File: src/rtl/fpu_div_seq.sv
`default_nettype none
// ============================================================================
// fpu_div_seq : sequential FP32 divider, one restoring quotient bit per clock,
//               valid/ready request and result handshakes with status flags.
// Revision    : 1.0
// ============================================================================
module fpu_div_seq #(
    parameter bit ROUND_EN = 1'b1
) (
    input  logic        clk,
    input  logic        rst_n,
    input  logic        in_valid,
    output logic        in_ready,
    input  logic [31:0] a,
    input  logic [31:0] b,
    output logic        out_valid,
    input  logic        out_ready,
    output logic [31:0] result,
    output logic        error,
    output logic        underflow,
    output logic        overflow
);

    typedef enum logic [2:0] {
        S_IDLE   = 3'd0,
        S_UNPACK = 3'd1,
        S_DIVIDE = 3'd2,
        S_ROUND  = 3'd3,
        S_DONE   = 3'd4
    } state_t;

    state_t             r_state;
    state_t             w_state_nxt;

    logic [31:0]        r_a;
    logic [31:0]        r_b;
    logic               r_sign;
    logic signed [9:0]  r_exp;
    logic [25:0]        r_rem;
    logic [23:0]        r_div;
    logic [25:0]        r_quo;
    logic [4:0]         r_cnt;
    logic [31:0]        r_result;
    logic               r_error;
    logic               r_underflow;
    logic               r_overflow;
    logic               r_out_valid;

    // ---------------- unpack / special-case classification ----------------
    logic [7:0]         w_ea;
    logic [7:0]         w_eb;
    logic               w_a_zero, w_b_zero, w_a_inf, w_b_inf, w_a_nan, w_b_nan;
    logic               w_sign;
    logic               w_special;
    logic [31:0]        w_sp_result;
    logic               w_sp_error;
    logic [23:0]        w_ma;
    logic [23:0]        w_mb;
    logic               w_pre;
    logic signed [9:0]  w_exp_unp;

    assign w_ea     = r_a[30:23];
    assign w_eb     = r_b[30:23];
    assign w_a_zero = (w_ea == 8'd0);
    assign w_b_zero = (w_eb == 8'd0);
    assign w_a_inf  = (w_ea == 8'hFF) && (r_a[22:0] == 23'd0);
    assign w_b_inf  = (w_eb == 8'hFF) && (r_b[22:0] == 23'd0);
    assign w_a_nan  = (w_ea == 8'hFF) && (r_a[22:0] != 23'd0);
    assign w_b_nan  = (w_eb == 8'hFF) && (r_b[22:0] != 23'd0);
    assign w_sign   = r_a[31] ^ r_b[31];

    always_comb begin
        w_special   = 1'b1;
        w_sp_result = 32'h0000_0000;
        w_sp_error  = 1'b0;
        if (w_a_nan || w_b_nan || (w_a_zero && w_b_zero) || (w_a_inf && w_b_inf)) begin
            w_sp_result = 32'h7FC0_0000;
            w_sp_error  = 1'b1;
        end else if (w_a_inf) begin
            w_sp_result = {w_sign, 8'hFF, 23'd0};
        end else if (w_b_zero) begin
            w_sp_result = {w_sign, 8'hFF, 23'd0};
            w_sp_error  = 1'b1;
        end else if (w_b_inf || w_a_zero) begin
            w_sp_result = {w_sign, 31'd0};
        end else begin
            w_special   = 1'b0;
        end
    end

    // Pre-shifting a smaller dividend keeps the first quotient bit at 1.
    assign w_ma      = {1'b1, r_a[22:0]};
    assign w_mb      = {1'b1, r_b[22:0]};
    assign w_pre     = (w_ma < w_mb);
    assign w_exp_unp = {2'b00, w_ea} - {2'b00, w_eb} + 10'd127 - {9'd0, w_pre};

    // ---------------- restoring divide step ----------------
    logic               w_ge;
    logic [25:0]        w_trial;

    assign w_ge    = (r_rem >= {2'b00, r_div});
    assign w_trial = r_rem - {2'b00, r_div};

    // ---------------- round / pack ----------------
    logic [23:0]        w_mant;
    logic               w_guard, w_round, w_sticky, w_inc;
    logic [24:0]        w_sum;
    logic               w_carry;
    logic [22:0]        w_frac;
    logic signed [9:0]  w_exp_rnd;
    logic               w_ovf, w_unf;

    assign w_mant    = r_quo[25:2];
    assign w_guard   = r_quo[1];
    assign w_round   = r_quo[0];
    assign w_sticky  = (r_rem != 26'd0);
    assign w_inc     = ROUND_EN & w_guard & (w_round | w_sticky | w_mant[0]);
    assign w_sum     = {1'b0, w_mant} + {24'd0, w_inc};
    assign w_carry   = w_sum[24];
    assign w_frac    = w_carry ? w_sum[23:1] : w_sum[22:0];
    assign w_exp_rnd = r_exp + {9'd0, w_carry};
    assign w_ovf     = (w_exp_rnd >= 10'sd255);
    assign w_unf     = (w_exp_rnd <= 10'sd0);

    // ---------------- control FSM ----------------
    always_ff @(posedge clk or negedge rst_n) begin
        if (!rst_n) begin
            r_state <= S_IDLE;
        end else begin
            r_state <= w_state_nxt;
        end
    end

    always_comb begin
        w_state_nxt = r_state;
        case (r_state)
            S_IDLE:   if (in_valid)                  w_state_nxt = S_UNPACK;
            S_UNPACK: w_state_nxt = w_special ? S_DONE : S_DIVIDE;
            S_DIVIDE: if (r_cnt == 5'd0)             w_state_nxt = S_ROUND;
            S_ROUND:  w_state_nxt = S_DONE;
            S_DONE:   if (r_out_valid && out_ready)  w_state_nxt = S_IDLE;
            default:  w_state_nxt = S_IDLE;
        endcase
    end

    // ---------------- datapath and output registers ----------------
    always_ff @(posedge clk or negedge rst_n) begin
        if (!rst_n) begin
            r_a         <= 32'd0;
            r_b         <= 32'd0;
            r_sign      <= 1'b0;
            r_exp       <= 10'sd0;
            r_rem       <= 26'd0;
            r_div       <= 24'd0;
            r_quo       <= 26'd0;
            r_cnt       <= 5'd0;
            r_result    <= 32'd0;
            r_error     <= 1'b0;
            r_underflow <= 1'b0;
            r_overflow  <= 1'b0;
            r_out_valid <= 1'b0;
        end else begin
            case (r_state)
                S_IDLE: begin
                    if (in_valid) begin
                        r_a         <= a;
                        r_b         <= b;
                        r_result    <= 32'd0;
                        r_error     <= 1'b0;
                        r_underflow <= 1'b0;
                        r_overflow  <= 1'b0;
                    end
                end
                S_UNPACK: begin
                    r_sign <= w_sign;
                    if (w_special) begin
                        r_result <= w_sp_result;
                        r_error  <= w_sp_error;
                    end else begin
                        r_rem <= w_pre ? {1'b0, w_ma, 1'b0} : {2'b00, w_ma};
                        r_div <= w_mb;
                        r_exp <= w_exp_unp;
                        r_quo <= 26'd0;
                        r_cnt <= 5'd25;
                    end
                end
                S_DIVIDE: begin
                    r_rem <= {(w_ge ? w_trial[24:0] : r_rem[24:0]), 1'b0};
                    r_quo <= {r_quo[24:0], w_ge};
                    r_cnt <= r_cnt - 5'd1;
                end
                S_ROUND: begin
                    r_out_valid <= 1'b1;
                    if (w_ovf) begin
                        r_result   <= {r_sign, 8'hFF, 23'd0};
                        r_overflow <= 1'b1;
                    end else if (w_unf) begin
                        r_result    <= {r_sign, 31'd0};
                        r_underflow <= 1'b1;
                    end else begin
                        r_result <= {r_sign, w_exp_rnd[7:0], w_frac};
                    end
                end
                S_DONE: begin
                    // Special results settle one cycle in DONE before being presented.
                    if (!r_out_valid) begin
                        r_out_valid <= 1'b1;
                    end else if (out_ready) begin
                        r_out_valid <= 1'b0;
                    end
                end
                default: begin
                    r_out_valid <= 1'b0;
                end
            endcase
        end
    end

    assign in_ready  = (r_state == S_IDLE);
    assign out_valid = r_out_valid;
    assign result    = r_result;
    assign error     = r_error;
    assign underflow = r_underflow;
    assign overflow  = r_overflow;

endmodule
`default_nettype wire

File: config.mk
export PLATFORM = sky130hd
export DESIGN_NAME = fpu_div_seq
export DESIGN_NICKNAME = d
export VERILOG_FILES = /design/src/rtl/fpu_div_seq.sv
export SDC_FILE = /design/constraint.sdc
export NUM_CORES = 1
export LEC_CHECK = 0
export BUFFER_PORTS_ARGS = -buffer_cell sky130_fd_sc_hd__buf_2
export CAP_MARGIN = 0
export CORE_ASPECT_RATIO = 1.4
export CORE_MARGIN = 10
export CORE_UTILIZATION = 31
export DETAILED_ROUTE_END_ITERATION = 12
export PLACE_DENSITY_LB_ADDON = 0.05
export SETUP_SLACK_MARGIN = 0.15
export SYNTH_ARGS = -nofsm -noshare
export SYNTH_HDL_FRONTEND = slang
export SYNTH_SLANG_ARGS = --single-unit
export TNS_END_PERCENT = 50
File: constraint.sdc
create_clock -name clk -period 5.59 [get_ports clk]
set_input_delay 0.8385 -clock clk [delete_from_list [all_inputs] [get_ports clk]]
set_output_delay 0.8385 -clock clk [all_outputs]
set_load 0.005 [all_outputs]
==> metrics.csv, run 1 <==
stage,metric,value,unit
sta,Max Slew Vio Count,0,
job,Max-cap violations,0,
grt,gr usage total,15.6,%
sta,min cycle time layout,4740,ps
worst_setup_path,"Req. time, crit path",5950,ps
grt,GRT overflow,0,
die,Die Y,246,µm
pwr,Internal Power,4.69,mW
logic_synthesis,mean area per synthesized cell,8.66,µm²
sta,Sum Neg Setup Slack,0,ps
cts,CTS HTree Levels,4,
pwr,logic gate share of total power,58.3,%
placed_design,Post-DP Area,0.0123,mm²
logic_synthesis,#FFs+latches synth,195,
logic_synthesis,Yosys cell types,64,
worst_setup_path,Worst Reg-to-Reg Cells,15,
worst_setup_path,crit-path max cell delay,590,ps
logic_synthesis,commonest cells in the netlist,"nand2_1 (307), dfrtp_1 (195), o21ai_0 (139)",
logic_synthesis,Area contributors post-synth,"dfrtp_1 (43%), nand2_1 (10%), ha_1 (7.4%)",
min_path,hold crit path type,input pin to async pin,
grt,global-route wire length before repair,55.5,mm
worst_setup_path,CP startpoint kind,flop,
worst_setup_path,CP Max Fanout,10,
detailed_routing,drt first pass iters,5,
logic_synthesis,Synthesis Warnings,0,
detailed_routing,vias,9381,
placed_design,Post-Place Cells,1826,
pwr,maximum vdd ir drop,367,µV
placed_design,Buffers on Ports,104,
die,num rows,82,
logic_synthesis,"Seq/Total Area, Yosys",43.1,%
pwr,overall power,9.09,mW
cts,Skew-Pair Late Insertion Delay,460,ps
die,Die Span X,181,µm
final_layout,proportion of layout cells with a drive suffix above 1,12.8,%
final_layout,fin nets,1521,
sta,Worst Slack Setup Final,847,ps
logic_synthesis,cells after synthesis,1306,
cts,hold-fix buffers at CTS,0,
die,DIE AREA,0.0447,mm²
sta,Rel. slew slack,31.0,%
die,Initial Utilization,31.5,%
worst_setup_path,crit-path cells,"and2_1, ha_1, nand3_2, nor4_2, nand3_1, or3_1, inv_1, ha_1, nand3_1, nor3_1, xor2_1, nor3_1, and3_1, nand2_1, o21ai_0",
detailed_routing,DR DRC count,0,
logic_synthesis,"EDFF count, synth",0,
sta,final period utilization,84.9,%
final_layout,Layout area overhead,13.7,%
placed_design,Placement Setup Slack,809,ps
worst_setup_path,Worst path slowest cell,nor3_1,
cts,CTS Buffer Depth,2,
pwr,power density over the cells,706,mW/mm²
logic_synthesis,Synth area leader,dfrtp_1,
pwr,register share of total power,28.1,%
final_layout,Final Instance Count excl. Fillers,1858,
cts,Resize count post-CTS,0,
sta,Hold Fails Final Rpt,0,
worst_setup_path,Crit Reg-Reg Endpoint,result[9],
final_layout,Final Instance Area,0.0129,mm²
logic_synthesis,Synth top area share,43.1,%
worst_setup_path,CP arrival,5110,ps
final_layout,ant diodes,0,
detailed_routing,Detail Route Antenna Nets,0,
pwr,clock share of power,13.6,%
cts,clk root buf,clkbuf_16,
worst_setup_path,Worst R2R Setup Slack,850,ps
sta,Worst-Margin Slew,1030,ps
worst_setup_path,CP Capture Type,flop,
detailed_routing,Routed WL per cell,18.7,µm
final_layout,"Core Util, Final",35.8,%
cts,CTS buffer count,17,
die,placeable core area,0.0359,mm²
sta,RSZ-0062 raised after global routing,no,
cts,CTS tree,built,
logic_synthesis,Synth Cell Area,0.0113,mm²
cts,postcts setup bufs,0,
grt,antenna violations before repair,0,
cts,Num Clock Sinks,195,
sta,maximum clock frequency,211,MHz
status,status,completed,
pwr,Leakage,6.06,nW
worst_setup_path,Setup CP Type,flop to flop,
placed_design,RD Place Congestion,0.804,
cts,Clock transition at path regs,80,ps
logic_synthesis,fraction of registers with async set/reset,100,%
sta,Setup Skew,14.7,ps
worst_setup_path,reg2reg start,r_quo[2],
pwr,Sw Ratio,48.4,%
sta,final setup fails,0,
detailed_routing,DR vias/cell,5.05,
logic_synthesis,Post-Syn Nets,1444,
die,Top Ports,105,
grt,vias in the first global route,9785,
detailed_routing,DR iter-0 viols,404,
grt,largest net degree at the start of global routing,103,
sta,Hold WS,436,ps
pwr,Switch Pwr,4.40,mW
detailed_routing,DRT Wirelength,34.8,mm
logic_synthesis,most frequent cell after synthesis,nand2_1,
placed_design,post-DP HPWL,26.1,mm
logic_synthesis,ys flop type,dfrtp_1,
worst_setup_path,"Buf+Inv Stages, Crit Path",1,
worst_setup_path,largest delay contributor family on the critical path,simple AND/OR/NAND/NOR gates,
## worst register-to-register path: stages, from the launching register on
cell and delay [ps]:
dfrtp_1 430, and2_1 150, ha_1 190, nand3_2 140
nor4_2 530, nand3_1 160, or3_1 530, inv_1 180
ha_1 230, nand3_1 160, nor3_1 200, xor2_1 90
nor3_1 590, and3_1 490, nand2_1 300, o21ai_0 260
## flip-flops by register name, summed over array words and instances, names as in the netlist
register and count:
r_exp 10, r_b 32, r_rem 26, r_cnt 5, r_div 24, r_quo 26, overflow 1, r_sign 1
result 32, r_state 3, underflow 1, error 1, r_a 32, out_valid 1
## cell usage in the layout, fill, tap and decap left out, drive strengths merged, types with 9 or more instances in the layout
cell,instances
ha,67
xnor2,28
o21ai,139
nand2,307
nor2,51
clkbuf,18
mux2i,23
a21o,20
buf,114
inv,88
a211oi,17
nor4,27
a21oi,64
dfrtp,195
nand4,17
nor2b,10
a22o,10
o311a,9
nand3,21
nor3,28
xor2,29
## cells by family (layout without fill, tap and decap cells)
kind of cell               count (synthesis)  in the layout  share of synthesized area (%)
and+or+nand+nor                          496            496                           19.3
AOI/OAI and AO/OA                        325            325                           18.1
DFF                                      195            195                           43.1
buffers and inverters                    138            228                           4.81
adders and majority gates                 70             70                           7.94
xor gates and xnor gates                  57             57                           4.48
muxes                                     25             25                           2.23
## worst max path at each step
| stage | startpoint | to | slack [ps] | depth (start not counted) |
|---|---|---|---|---|
| 3_3_place_gp | r_quo[1] | result[27] | 920 | 16 |
| 6_report | r_quo[2] | result[9] | 850 | 15 |
| 4_1_cts | r_quo[2] | result[9] | 790 | 15 |
| 3_5_place_dp | r_quo[2] | result[25] | 810 | 16 |
| 2_1_floorplan | r_quo[2] | result[22] | 1430 | 18 |
| 5_1_grt | r_quo[2] | result[9] | 300 | 15 |
## cell type report
cell class	count	area, µm²
clock buffer	17	425
fill	3829	23000
sequential	195	4880
clock inverter	15	145
inverter	81	304
timing repair buffer	115	624
tap	462	578
multi-input combinational	973	5910
## power groups by stage
stage	combinational [mW]	sequential (mW)	clock (mW)
after CTS	5.41	2.57	1.28
after detailed placement	5.38	2.60	0
after global placement	5.38	2.59	0
after global routing	6.07	2.64	1.33
final	5.30	2.55	1.23
after floorplan	4.11	2.33	0
## per-layer routing
layer  wire [µm]  part of all wire, %  global-route usage [%]  vias to the layer above
met3         694                  2.0                    2.41                       23
met5           0                    0                       0                        -
met1       14600                   42                    17.8                     4566
met4         537                  1.5                    4.58                        0
met2       18900                   54                    29.1                      102
li1            -                    -                       -                     4690
Note: power is estimated with default switching activity, not from simulation.
==> inputs of run 2 (changes only) <==
Clock period 5.59 ns to 5 ns, I/O delays scaled along.
==> run 2 against run 1 <==
  * Flip-flop and latch count did not move
  * Non-clock buffer count rose by 4
  * Largest power group unchanged
  * Clock power grew 23%
  * Sequential power is 12% higher
  * Core utilization is 0.24 points higher
  * Routed wire length is 0.76% higher
  * Global-route usage is 0.23 points higher
  * Cell count increased by 0.22%
  * Worst setup slack lost 240 ps
  * Maximum frequency rose by 8.1%
  * Largest cell class unchanged
  * Highest routed layer unchanged
  * Critical path depth rose by 2
==> metrics.csv, run 2 (same netlist as run 1, synthesis figures left out) <==
stage,metric,value,unit,change
status,status,completed,,
cts,Resize count post-CTS,0,,unchanged
grt,GRT overflow,0,,unchanged
final_layout,Filler cells,3811,,-0.47%
worst_setup_path,CP startpoint kind,flop,,
grt,antenna violations before repair,0,,unchanged
pwr,logic gate share of total power,57.9,%,-0.4 points
job,Max-cap violations,0,,unchanged
grt,vias in the first global route,9878,,+0.95%
die,Initial Utilization,31.5,%,unchanged
pwr,maximum vdd ir drop,353,µV,-3.8%
final_layout,Final Instance Area,0.0130,mm²,+0.68%
placed_design,Post-DP Area,0.0123,mm²,+0.24%
die,Top Ports,105,,unchanged
pwr,Leakage,6.10,nW,+0.67%
detailed_routing,drt first pass iters,4,,-1
pwr,overall power,10.3,mW,+14%
detailed_routing,DR DRC count,0,,unchanged
sta,Rel. slew slack,28.4,%,-2.6 points
detailed_routing,DR vias/cell,5.02,,-0.54%
worst_setup_path,reg2reg start,r_quo[2],,
worst_setup_path,CP Capture Type,flop,,
cts,hold-fix buffers at CTS,0,,unchanged
die,Die Y,246,µm,unchanged
final_layout,ant diodes,0,,unchanged
worst_setup_path,CP arrival,4730,ps,-380 ps
grt,largest net degree at the start of global routing,111,,+7.8%
detailed_routing,DR iter-0 viols,496,,+23%
sta,Worst-Margin Slew,1070,ps,+39.5 ps
pwr,register share of total power,27.5,%,-0.6 points
detailed_routing,vias,9350,,-0.33%
placed_design,RD Place Congestion,0.794,,-1.2%
sta,maximum clock frequency,228,MHz,+8.1%
final_layout,Layout area overhead,14.5,%,
sta,Hold Fails Final Rpt,0,,unchanged
placed_design,post-DP HPWL,26.3,mm,+0.81%
pwr,Internal Power,5.36,mW,+14%
cts,Num Clock Sinks,195,,unchanged
worst_setup_path,CP Max Fanout,6,,-4
cts,Clock transition at path regs,80,ps,about the same
pwr,Sw Ratio,48.1,%,-0.29 points
cts,clk root buf,clkbuf_16,,
worst_setup_path,Crit Reg-Reg Endpoint,result[27],,
placed_design,Buffers on Ports,104,,unchanged
die,num rows,82,,unchanged
pwr,power density over the cells,798,mW/mm²,+13%
detailed_routing,Routed WL per cell,18.8,µm,+0.55%
pwr,Switch Pwr,4.98,mW,+13%
cts,Skew-Pair Late Insertion Delay,460,ps,about the same
grt,global-route wire length before repair,56.2,mm,+1.2%
cts,CTS buffer count,17,,unchanged
final_layout,"commonest non-fill, non-tap cells in the layout","nand2_1 (307), dfrtp_1 (195), o21ai_0 (139)",,
final_layout,fin nets,1525,,+0.26%
sta,RSZ-0062 raised after global routing,no,,
detailed_routing,DRT Wirelength,35.1,mm,+0.76%
final_layout,"commonest non-fill, non-tap cell in the layout",nand2_1,,
worst_setup_path,Worst R2R Setup Slack,610,ps,-240 ps
min_path,hold crit path type,input pin to async pin,,
sta,final period utilization,87.8,%,+2.9 points
sta,Sum Neg Setup Slack,0,ps,unchanged
worst_setup_path,Setup CP Type,flop to flop,,
worst_setup_path,crit-path cells,"and2_1, ha_1, nand3_2, nor4_2, buf_4, nand3_1, or3_1, inv_1, ha_1, ha_1, and3_4, xor2_2, or3_1, or3_1, o21ai_0, nor2_1, a211o_1",,
sta,min cycle time layout,4390,ps,-354 ps
final_layout,proportion of layout cells with a drive suffix above 1,13.1,%,+0.25 points
cts,CTS HTree Levels,4,,unchanged
detailed_routing,Detail Route Antenna Nets,0,,unchanged
sta,final setup fails,0,,unchanged
die,DIE AREA,0.0447,mm²,unchanged
cts,CTS tree,built,,
die,placeable core area,0.0359,mm²,unchanged
worst_setup_path,"Req. time, crit path",5340,ps,-610 ps
worst_setup_path,"Buf+Inv Stages, Crit Path",2,,+1
sta,Max Slew Vio Count,0,,unchanged
pwr,clock share of power,14.6,%,+1.0 points
sta,Setup Skew,12.7,ps,-1.96 ps
worst_setup_path,Worst Reg-to-Reg Cells,17,,+2
die,Die Span X,181,µm,unchanged
worst_setup_path,Worst path slowest cell,dfrtp_1,,
cts,postcts setup bufs,0,,unchanged
cts,CTS Buffer Depth,2,,unchanged
worst_setup_path,CP Launch Point,r_quo[2],,
worst_setup_path,largest delay contributor family on the critical path,simple AND/OR/NAND/NOR gates,,
grt,gr usage total,15.8,%,+0.23 points
worst_setup_path,crit-path max cell delay,430,ps,-160 ps
[run 2: metrics by stage]
stage	util (%)	cells	hold slack, ps	worst slack, ps
6_report	36.1	1862	347	611
5_1_grt	36.1	1862	447	247
4_1_cts	36.1	1862	447	554
3_5_place_dp	34.3	1830	449	563
3_3_place_gp	34.3	1830	436	657
2_1_floorplan	-	1306	418	837
[run 2: final cells by class]
cell class / instances / area [µm²] / area share, %
tap: 462 / 578 / 4.46
timing repair buffer: 119 / 654 / 5.05
sequential: 195 / 4880 / 37.7
inverter: 81 / 304 / 2.35
clock inverter: 14 / 189 / 1.46
clock buffer: 18 / 439 / 3.39
multi-input combinational: 973 / 5910 / 45.6
[run 2: worst register-to-register path: cells and delay by family (launching register included)]
kind	cells	cell delay, ps
AO/OA/AOI/OAI	2	710
XOR/XNOR	1	70
adder cells (fa/ha/maj)	3	680
buffers and inverters	2	300
flip-flops	1	430
AND/OR/NAND/NOR	9	2100
[run 2: power by group through the flow]
stage	logic (mW)	clock network [mW]	registers (mW)
after floorplan	4.60	0	2.60
after global placement	6.03	0	2.89
after detailed placement	6.07	0	2.89
after CTS	6.11	1.56	2.86
after global routing	6.80	1.62	2.95
final	5.99	1.51	2.85
[run 2: metal layers]
metal | wire length (µm) | global-route usage, %
met5 | 0 | 0
met4 | 578 | 4.80
met3 | 712 | 2.17
met2 | 19000 | 29.8
met1 | 14700 | 17.9
[run 2: worst max-delay path by stage]
stage                     slack, ps         end  cells past startpoint
after floorplan                 840  result[22]                     18
after global placement          660  result[25]                     17
after detailed placement        560  result[26]                     17
after CTS                       550  result[27]                     17
after global routing            250  result[27]                     17
final                           610  result[27]                     17
